`config.mk`:
```
export PLATFORM = sky130hd
export DESIGN_NAME = input_conditioner
export DESIGN_NICKNAME = d
export VERILOG_FILES = /design/src/rtl/input_conditioner.sv
export SDC_FILE = /design/constraint.sdc
export NUM_CORES = 1
export LEC_CHECK = 0
export BUFFER_PORTS_ARGS = -buffer_cell sky130_fd_sc_hd__buf_2
export CAP_MARGIN = 40
export CORE_ASPECT_RATIO = 0.6
export CORE_MARGIN = 4
export CORE_UTILIZATION = 25
export CTS_CLUSTER_SIZE = 10
export DETAILED_ROUTE_END_ITERATION = 10
export PLACE_DENSITY_LB_ADDON = 0.08
export RECOVER_POWER = 100
export SYNTH_ARGS = -nofsm -noshare
export SYNTH_HDL_FRONTEND = slang
export SYNTH_SLANG_ARGS = --single-unit
```
`constraint.sdc`:
```
create_clock -name clk -period 1.48 [get_ports clk]
set_input_delay 0.148 -clock clk [delete_from_list [all_inputs] [get_ports clk]]
set_output_delay 0.148 -clock clk [all_outputs]
set_load 0.005 [all_outputs]
```
`src/rtl/input_conditioner.sv`:
```
// Per-channel synchroniser, tick-sampled saturating debouncer, registered edge and auto-repeat pulses.
// sync_out lags async_in by SYNC_STAGES clocks; pulses are one clock wide; no backpressure (outputs every cycle).
module input_conditioner #(
  parameter int WIDTH          = 1,
  parameter int SYNC_STAGES    = 2,
  parameter int SAMPLE_CNT_MAX = 25000,
  parameter int PULSE_CNT_MAX  = 150,
  parameter int HOLD_SAMPLES   = 0,
  parameter int REPEAT_SAMPLES = 0
) (
  input  logic             clk,
  input  logic             rst,
  input  logic [WIDTH-1:0] async_in,
  output logic [WIDTH-1:0] sync_out,
  output logic [WIDTH-1:0] debounced,
  output logic [WIDTH-1:0] rise_pulse,
  output logic [WIDTH-1:0] fall_pulse,
  output logic [WIDTH-1:0] repeat_pulse
);

  localparam int TCW = (SAMPLE_CNT_MAX > 1) ? $clog2(SAMPLE_CNT_MAX) : 1;
  localparam int DCW = $clog2(PULSE_CNT_MAX + 1);

  generate
    if (SYNC_STAGES < 2) begin : g_bad_sync_stages
      $error("input_conditioner: SYNC_STAGES must be at least 2");
    end
    if (SAMPLE_CNT_MAX < 1) begin : g_bad_sample_cnt
      $error("input_conditioner: SAMPLE_CNT_MAX must be at least 1");
    end
    if (PULSE_CNT_MAX < 1) begin : g_bad_pulse_cnt
      $error("input_conditioner: PULSE_CNT_MAX must be at least 1");
    end
    if (HOLD_SAMPLES > 0 && REPEAT_SAMPLES > HOLD_SAMPLES) begin : g_bad_repeat
      $error("input_conditioner: REPEAT_SAMPLES may not exceed HOLD_SAMPLES");
    end
  endgenerate

  // Plain flop chain; nothing may sit between stages.
  logic [WIDTH-1:0] sync_q [SYNC_STAGES];

  always_ff @(posedge clk) begin
    if (rst) begin
      for (int s = 0; s < SYNC_STAGES; s++) sync_q[s] <= '0;
    end else begin
      sync_q[0] <= async_in;
      for (int s = 1; s < SYNC_STAGES; s++) sync_q[s] <= sync_q[s-1];
    end
  end

  assign sync_out = sync_q[SYNC_STAGES-1];

  logic [TCW-1:0] tick_cnt_q, tick_cnt_d;
  logic           tick;

  always_comb begin
    tick       = (tick_cnt_q == TCW'(SAMPLE_CNT_MAX - 1));
    tick_cnt_d = tick ? '0 : tick_cnt_q + TCW'(1);
  end

  always_ff @(posedge clk) begin
    if (rst) tick_cnt_q <= '0;
    else     tick_cnt_q <= tick_cnt_d;
  end

  logic [DCW-1:0]   dcnt_q [WIDTH];
  logic [DCW-1:0]   dcnt_d [WIDTH];
  logic [WIDTH-1:0] deb_q, deb_d;
  logic [WIDTH-1:0] deb_dly_q;
  logic [WIDTH-1:0] rise_q, rise_d;
  logic [WIDTH-1:0] fall_q, fall_d;

  // Any agreement, even on a tick, restarts the mismatch count.
  always_comb begin
    deb_d = deb_q;
    for (int i = 0; i < WIDTH; i++) begin
      dcnt_d[i] = dcnt_q[i];
      if (sync_out[i] == deb_q[i]) begin
        dcnt_d[i] = '0;
      end else if (tick) begin
        if (dcnt_q[i] == DCW'(PULSE_CNT_MAX - 1)) begin
          deb_d[i]  = ~deb_q[i];
          dcnt_d[i] = '0;
        end else begin
          dcnt_d[i] = dcnt_q[i] + DCW'(1);
        end
      end
    end
  end

  always_comb begin
    rise_d = deb_q & ~deb_dly_q;
    fall_d = ~deb_q & deb_dly_q;
  end

  always_ff @(posedge clk) begin
    if (rst) begin
      for (int i = 0; i < WIDTH; i++) dcnt_q[i] <= '0;
      deb_q     <= '0;
      deb_dly_q <= '0;
      rise_q    <= '0;
      fall_q    <= '0;
    end else begin
      for (int i = 0; i < WIDTH; i++) dcnt_q[i] <= dcnt_d[i];
      deb_q     <= deb_d;
      deb_dly_q <= deb_q;
      rise_q    <= rise_d;
      fall_q    <= fall_d;
    end
  end

  assign debounced  = deb_q;
  assign rise_pulse = rise_q;
  assign fall_pulse = fall_q;

  generate
    if (HOLD_SAMPLES > 0) begin : g_repeat
      localparam int HCW    = $clog2(HOLD_SAMPLES + 1);
      localparam int RELOAD = (REPEAT_SAMPLES > 0) ? HOLD_SAMPLES - REPEAT_SAMPLES : HOLD_SAMPLES;

      logic [HCW-1:0]   hold_q [WIDTH];
      logic [HCW-1:0]   hold_d [WIDTH];
      logic [WIDTH-1:0] rep_q, rep_d;

      // Gating on deb_d drops a repeat that lands on the releasing tick,
      // and keeps the rising tick itself out of the hold count.
      always_comb begin
        rep_d = '0;
        for (int i = 0; i < WIDTH; i++) begin
          hold_d[i] = hold_q[i];
          if (!(deb_q[i] && deb_d[i])) begin
            hold_d[i] = '0;
          end else if (tick) begin
            if (hold_q[i] == HCW'(HOLD_SAMPLES - 1)) begin
              rep_d[i]  = 1'b1;
              hold_d[i] = HCW'(RELOAD);
            end else if (hold_q[i] != HCW'(HOLD_SAMPLES)) begin
              hold_d[i] = hold_q[i] + HCW'(1);
            end
          end
        end
      end

      always_ff @(posedge clk) begin
        if (rst) begin
          for (int i = 0; i < WIDTH; i++) hold_q[i] <= '0;
          rep_q <= '0;
        end else begin
          for (int i = 0; i < WIDTH; i++) hold_q[i] <= hold_d[i];
          rep_q <= rep_d;
        end
      end

      assign repeat_pulse = rep_q;
    end else begin : g_no_repeat
      assign repeat_pulse = '0;
    end
  endgenerate

endmodule
```
# After elaboration in Yosys (flattened, before gate mapping)
# Memories as Yosys holds them, arrays and structs flattened.
# Index checks and enable logic that the tools add are counted.
totals:
  register_bits: 19
  mem_bits_rw: 10
  out_inout_bits: 5
  wordCells: 32
  memories: 2
classes:
  addsub: 2
  eq_ne: 3
  n_mux: 10
  bitwise_logic: 7
  reduce_logical: 3
mem_list:
  columns: ["name", "depth", "width", "rd", "rd_ports_with_merged_regs", "wr", "line_no", "rtl"]
  rows:
  - ["dcnt_q", 1, 8, 1, 0, 1, "66", "logic [DCW-1:0] dcnt_q [WIDTH];"]
  - ["sync_q", 2, 1, 2, 0, 2, "40", "logic [WIDTH-1:0] sync_q [SYNC_STAGES];"]
ops:
  columns: ["op", "count"]
  rows:
  - ["8-bit 2-to-1 mux", 4]
  - ["15-bit by 1-bit adder with 15-bit output (second input constant)", 1]
  - ["15-bit equality test (second input constant)", 1]
  - ["8-bit by 1-bit adder with 8-bit output (second input constant)", 1]
  - ["8-bit equality test (second input constant)", 1]
  - ["8-bit OR reduction", 1]
  - ["1-bit 2-to-1 mux", 6]
  - ["1-bit inverter", 3]
  - ["3-bit AND reduction", 1]
  - ["1-bit bitwise AND", 2]
  - ["1-bit OR", 2]
  - ["2-bit OR reduction", 1]
  - ["1-bit equality test", 1]

# Logic depth before layout (Yosys ltp)
# An unclocked memory read counts as a cell.
logic_depth:
  word_depth: 6
  ltp_mapped: 6
  depth_no_buf: 6

# Least setup slack after synthesis
# Ideal clock, no wire load.
synth_timing:
  kind: "register to register"
  startpoint: "register tick_cnt_q[0]"
  endpoint: "memory dcnt_q[0][7] in the netlist's numbering"
  arrival_ns: 1.499
  slack_ns: -0.090
  path_stages_with_launch: 6
  period_less_slack_ns: 1.570
  path_cell_list: "dfxtp_1 ha_1 and2_1 nand4_4 or4_1 a21oi_1"
synth_via:
  elab_chain_cells: 4
synth_rtl:
  columns: ["element", "line_no", "rtl"]
  rows:
  - ["start, declared", "53", "logic [TCW-1:0] tick_cnt_q, tick_cnt_d;"]
  - ["start signal, assigned", "63", "else tick_cnt_q <= tick_cnt_d;"]
  - ["15-bit equality test", "57", "tick = (tick_cnt_q == TCW'(SAMPLE_CNT_MAX - 1));"]
  - ["8-bit 2-to-1 mux (2 in a row)", null, null]
  - ["8-bit 2-to-1 mux (no line)", null, null]
  - ["end, declared", "66", null]
# Every way passes these cells.

# Final worst setup path
layout_timing:
  startpoint: "register tick_cnt_q[6]"
  endpoint: "memory dcnt_q[0][7] in the netlist's numbering"
# The elaborated chain is that of the path after synthesis.

==> run summary <==
The netlist area before placement is 0.001260 mm². The sequential element share of the synthesized area came out at 46.08%. The global-route wire length before repair came out at 5023 µm. The worst clock skew came out at 0.004585 ns.

The final critical-path setup slack is -0.08115 ns. The net switching power figure is 0.3266 mW. Timing would allow up to 640.6 MHz. In the synthesized netlist the dominant register cell turns out to be dfxtp_1. The cell with the largest stage delay on the worst path is or4_1. Setup repair after global routing could not meet its margin everywhere.

At the worst endpoint, the arrival time is 1.76 ns. The first-pass iteration count of the detailed router is 4. After floorplanning, the core was sized to cover 0.004707 mm².

The class of the worst hold path is input port to flop. The total via count after detailed routing is 1093. The count of buffers inserted at the top-level ports is 6.

The total wire length after detailed routing came out at 2944 µm. The final HPWL from detailed placement came out at 1974 µm. The relative contribution of the clock network to total power is 44.7%.

The global-route congestion overflow total came out at 0. The global-route usage over all layers is 9.891%. Setup violations remaining at the end of the flow were counted as 8. The fraction of final layout cells sized beyond drive strength 1 came out at 41.08%. The synthesized netlist cell count came out at 139. The starting density of the core came out at 26.77%. The count of placed standard cells in the final layout, fillers left out is 248. The kind of cell with the highest combined delay along the critical path is simple AND/OR/NAND/NOR gates.

Dividing the detail-routed via count by the number of cells gives 4.407. The peak ir drop on the vdd network came out at 0.7090 mV. The internal power is 1.246 mW. Traced cell by cell, the critical path runs through nor4b_4 -> nand4_4 -> or4_1 -> a21oi_1. The clock slew seen by the registers of the worst setup and hold paths is 0.06 ns. The H-tree level count came out at 2. The number of nets in the layout came out at 190. The final cell utilization of the core came out at 40.46%. The number of clock sinks is 29. The cell depth of the worst hold path is 2. The row count came out at 19. The clock insertion delay at the later pin of the skew report is 0.27 ns. TritonCTS built the clock tree. The maximum root-to-sink buffer count came out at 2.

The number of antenna violations at the first check in global routing was 0. For this design the static power due to leakage is 0.6978 nW. Once placement completed, the tool counted placed cells totaling 234. The count of nets left with antenna violations after detail routing came out at 0.

The total stage count of the critical path is 4. The floorplan step defined a die boundary enclosing 0.006277 mm². Counting flops with a built-in enable in the synthesized netlist gives 0. The flow ran to the end, but the final reports show violations. The via count of the first global-routing pass came to 1031. The mean cell area of the mapped netlist is 9.064 µm².

The final hold violation count is 0. The vertical die dimension is 62.99 µm. Once layout is done, the placed cells without fillers occupy 0.001904 mm². The TritonCTS buffer count came out at 5. Max-cap violations in this run came to 0.

After filler insertion, the fill cell instance count of the layout stands at 485. After synthesis, the netlist uses 31 different library cells. Data on the critical path is required at its endpoint by 1.68 ns. The synthesized flop and latch total is 29. The area of placed instances came out at 0.001589 mm². For this run, asynchronously set or reset flops after synthesis account for 0%.

The number of DRC markers after the initial detailed-route iteration is 35. The final count of pins violating max slew came out at 0. The share of total power in sequential cells is 50.5%. The count of buffer and inverter cells on the critical path is 0.

The part of the total power dissipated in combinational logic is 4.8%. OpenSTA, run right after detailed placement, puts the worst setup slack at -0.09627 ns. The switching part of the total power came out at 20.76%. The final critical-path share of the clock period is 105.5%. The number of warnings printed during yosys synthesis is 0. STA classifies the critical path startpoint as a flop. The number of nets produced by synthesis is 145. The post-detailed-route wirelength per cell is 11.87 µm. The maximum fanout encountered on the critical timing path is 6. The number of antenna diodes in the final layout is 0. The final critical delay including setup and external delays came out at 1.561 ns. The number of buffers inserted by hold repair at cts came out at 0. The worst reg-to-reg path cell count came out at 4. The critical path's largest stage delay came out at 0.53 ns. The power per cell area is 826.0 mW/mm². By startpoint and endpoint, the worst setup path is classified as flop to flop. The final reports fail on setup timing.

The die span in x came out at 99.65 µm. The area growth from synthesis to layout is 51.14%. The tree is rooted in a clkbuf_8. Routability-driven placement finished with a final weighted congestion of 0.7067. Entering global routing, the biggest net connects 15 pins. After detailed routing, the number of remaining DRC violations is 0.

The power after layout is 1.573 mW. The endpoint class of the critical path is a flop. The boundary pin count came out at 8.
## metrics by stage
| step | setup TNS, ns | hold slack (ns) |
|---|---|---|
| after floorplan | 0 | 0.2171 |
| after global placement | -0.2129 | 0.3675 |
| after detailed placement | -0.6709 | 0.3675 |
| after CTS | -0.9777 | 0.08055 |
| after global routing | -1.379 | 0.08346 |
| final | -0.3482 | 0.08875 |
## placed cells by master, fill, tap and decap left out, types with 4 or more instances in the layout
cell	n
xor2_1	4
clkbuf_1	5
a21oi_1	5
o21ai_1	4
xnor2_1	10
nor2_1	15
inv_1	6
nor2b_1	4
dfxtp_1	25
buf_6	4
nand4_1	8
nand2_1	7
buf_4	28
clkbuf_8	7
## per-layer routing
metal  part of all wire, %  vias to the layer above  global-route usage [%]
met3                   3.5                        2                   3.567
met2                    38                       12                   13.04
li1                      -                      570                       -
met4                  0.51                        0                   1.533
met1                    58                      509                   15.20
met5                     0                        -                       0
## cells in the mapped netlist, drive strengths merged (2+ instances only)
| library cell | number | area share (%) |
|---|---|---|
| and4bb | 2 | 2.0 |
| or3 | 6 | 3.0 |
| nor4 | 2 | 0.99 |
| nand4 | 9 | 5.7 |
| xor2 | 4 | 2.8 |
| and2 | 2 | 0.99 |
| o21ai | 7 | 2.8 |
| xnor2 | 11 | 7.6 |
| a21oi | 8 | 3.2 |
| nor3 | 4 | 1.6 |
| nor2 | 20 | 6.0 |
| nand2 | 7 | 2.1 |
| ha | 3 | 3.0 |
| nand3 | 4 | 1.6 |
| dfxtp | 29 | 46 |
| inv | 6 | 1.8 |
| nor4b | 2 | 2.6 |
| nor2b | 4 | 2.0 |
| buf | 2 | 0.99 |
## power by group through the flow
stage / sequential [mW] / combinational (mW) / clock (mW)
after CTS: 0.793 / 0.0554 / 0.738
final: 0.794 / 0.0760 / 0.703
after detailed placement: 0.813 / 0.0553 / 0
after global placement: 0.813 / 0.0548 / 0
after floorplan: 0.815 / 0.0234 / 0
after global routing: 0.795 / 0.0839 / 0.786
## sequential cells by signal, summed over array words and instances, names as in the netlist
signal	cells
dcnt_q	8
deb_dly_q	1
debounced	1
fall_pulse	1
rise_pulse	1
sync_q	2
tick_cnt_q	15
## repair_timing
item | in CTS | in global routing
endpoints found under the hold margin | 0 | 0
gates cloned | 0 | 1
resized for setup | 9 | 35
endpoints found under the setup margin | 23 | 23
pin swaps | 10 | 13
buffers inserted | 3 | 2
## cell families after synthesis
group,after synthesis,share of synthesized area (%)
flops,29,46.08
fa+ha+maj,3,2.979
xor+xnor,15,10.43
other cells,1,0.2976
compound gates,16,6.554
buf+inv,9,3.078
simple gates,66,30.59
## path summary, 6_finish.rpt
path / from / endpoint / slack, ns
setup / recovery: tick_cnt_q[6] / dcnt_q[0][7] / -0.08
hold reg to reg: deb_dly_q / rise_pulse / 0.42
hold / removal: async_in / sync_q[0][0] / 0.09
setup reg to reg: tick_cnt_q[6] / dcnt_q[0][7] / -0.08
## cell type report
cell class | count | area [µm²] | area share (%)
clock buffers | 7 | 96.34 | 5.059
clock inverters | 1 | 5.005 | 0.2628
flip-flops and latches | 29 | 590.6 | 31.01
multi-input cells | 101 | 782.0 | 41.06
repair buffers | 41 | 329.1 | 17.28
well taps | 63 | 78.83 | 4.139
inverters | 6 | 22.52 | 1.183
## worst register-to-register path: stages, from the launching register on
cell,delay [ns]
dfxtp_4,0.35
nor4b_4,0.31
nand4_4,0.19
or4_1,0.53
a21oi_1,0.12
No activity file was read; power rests on OpenSTA's default activity.
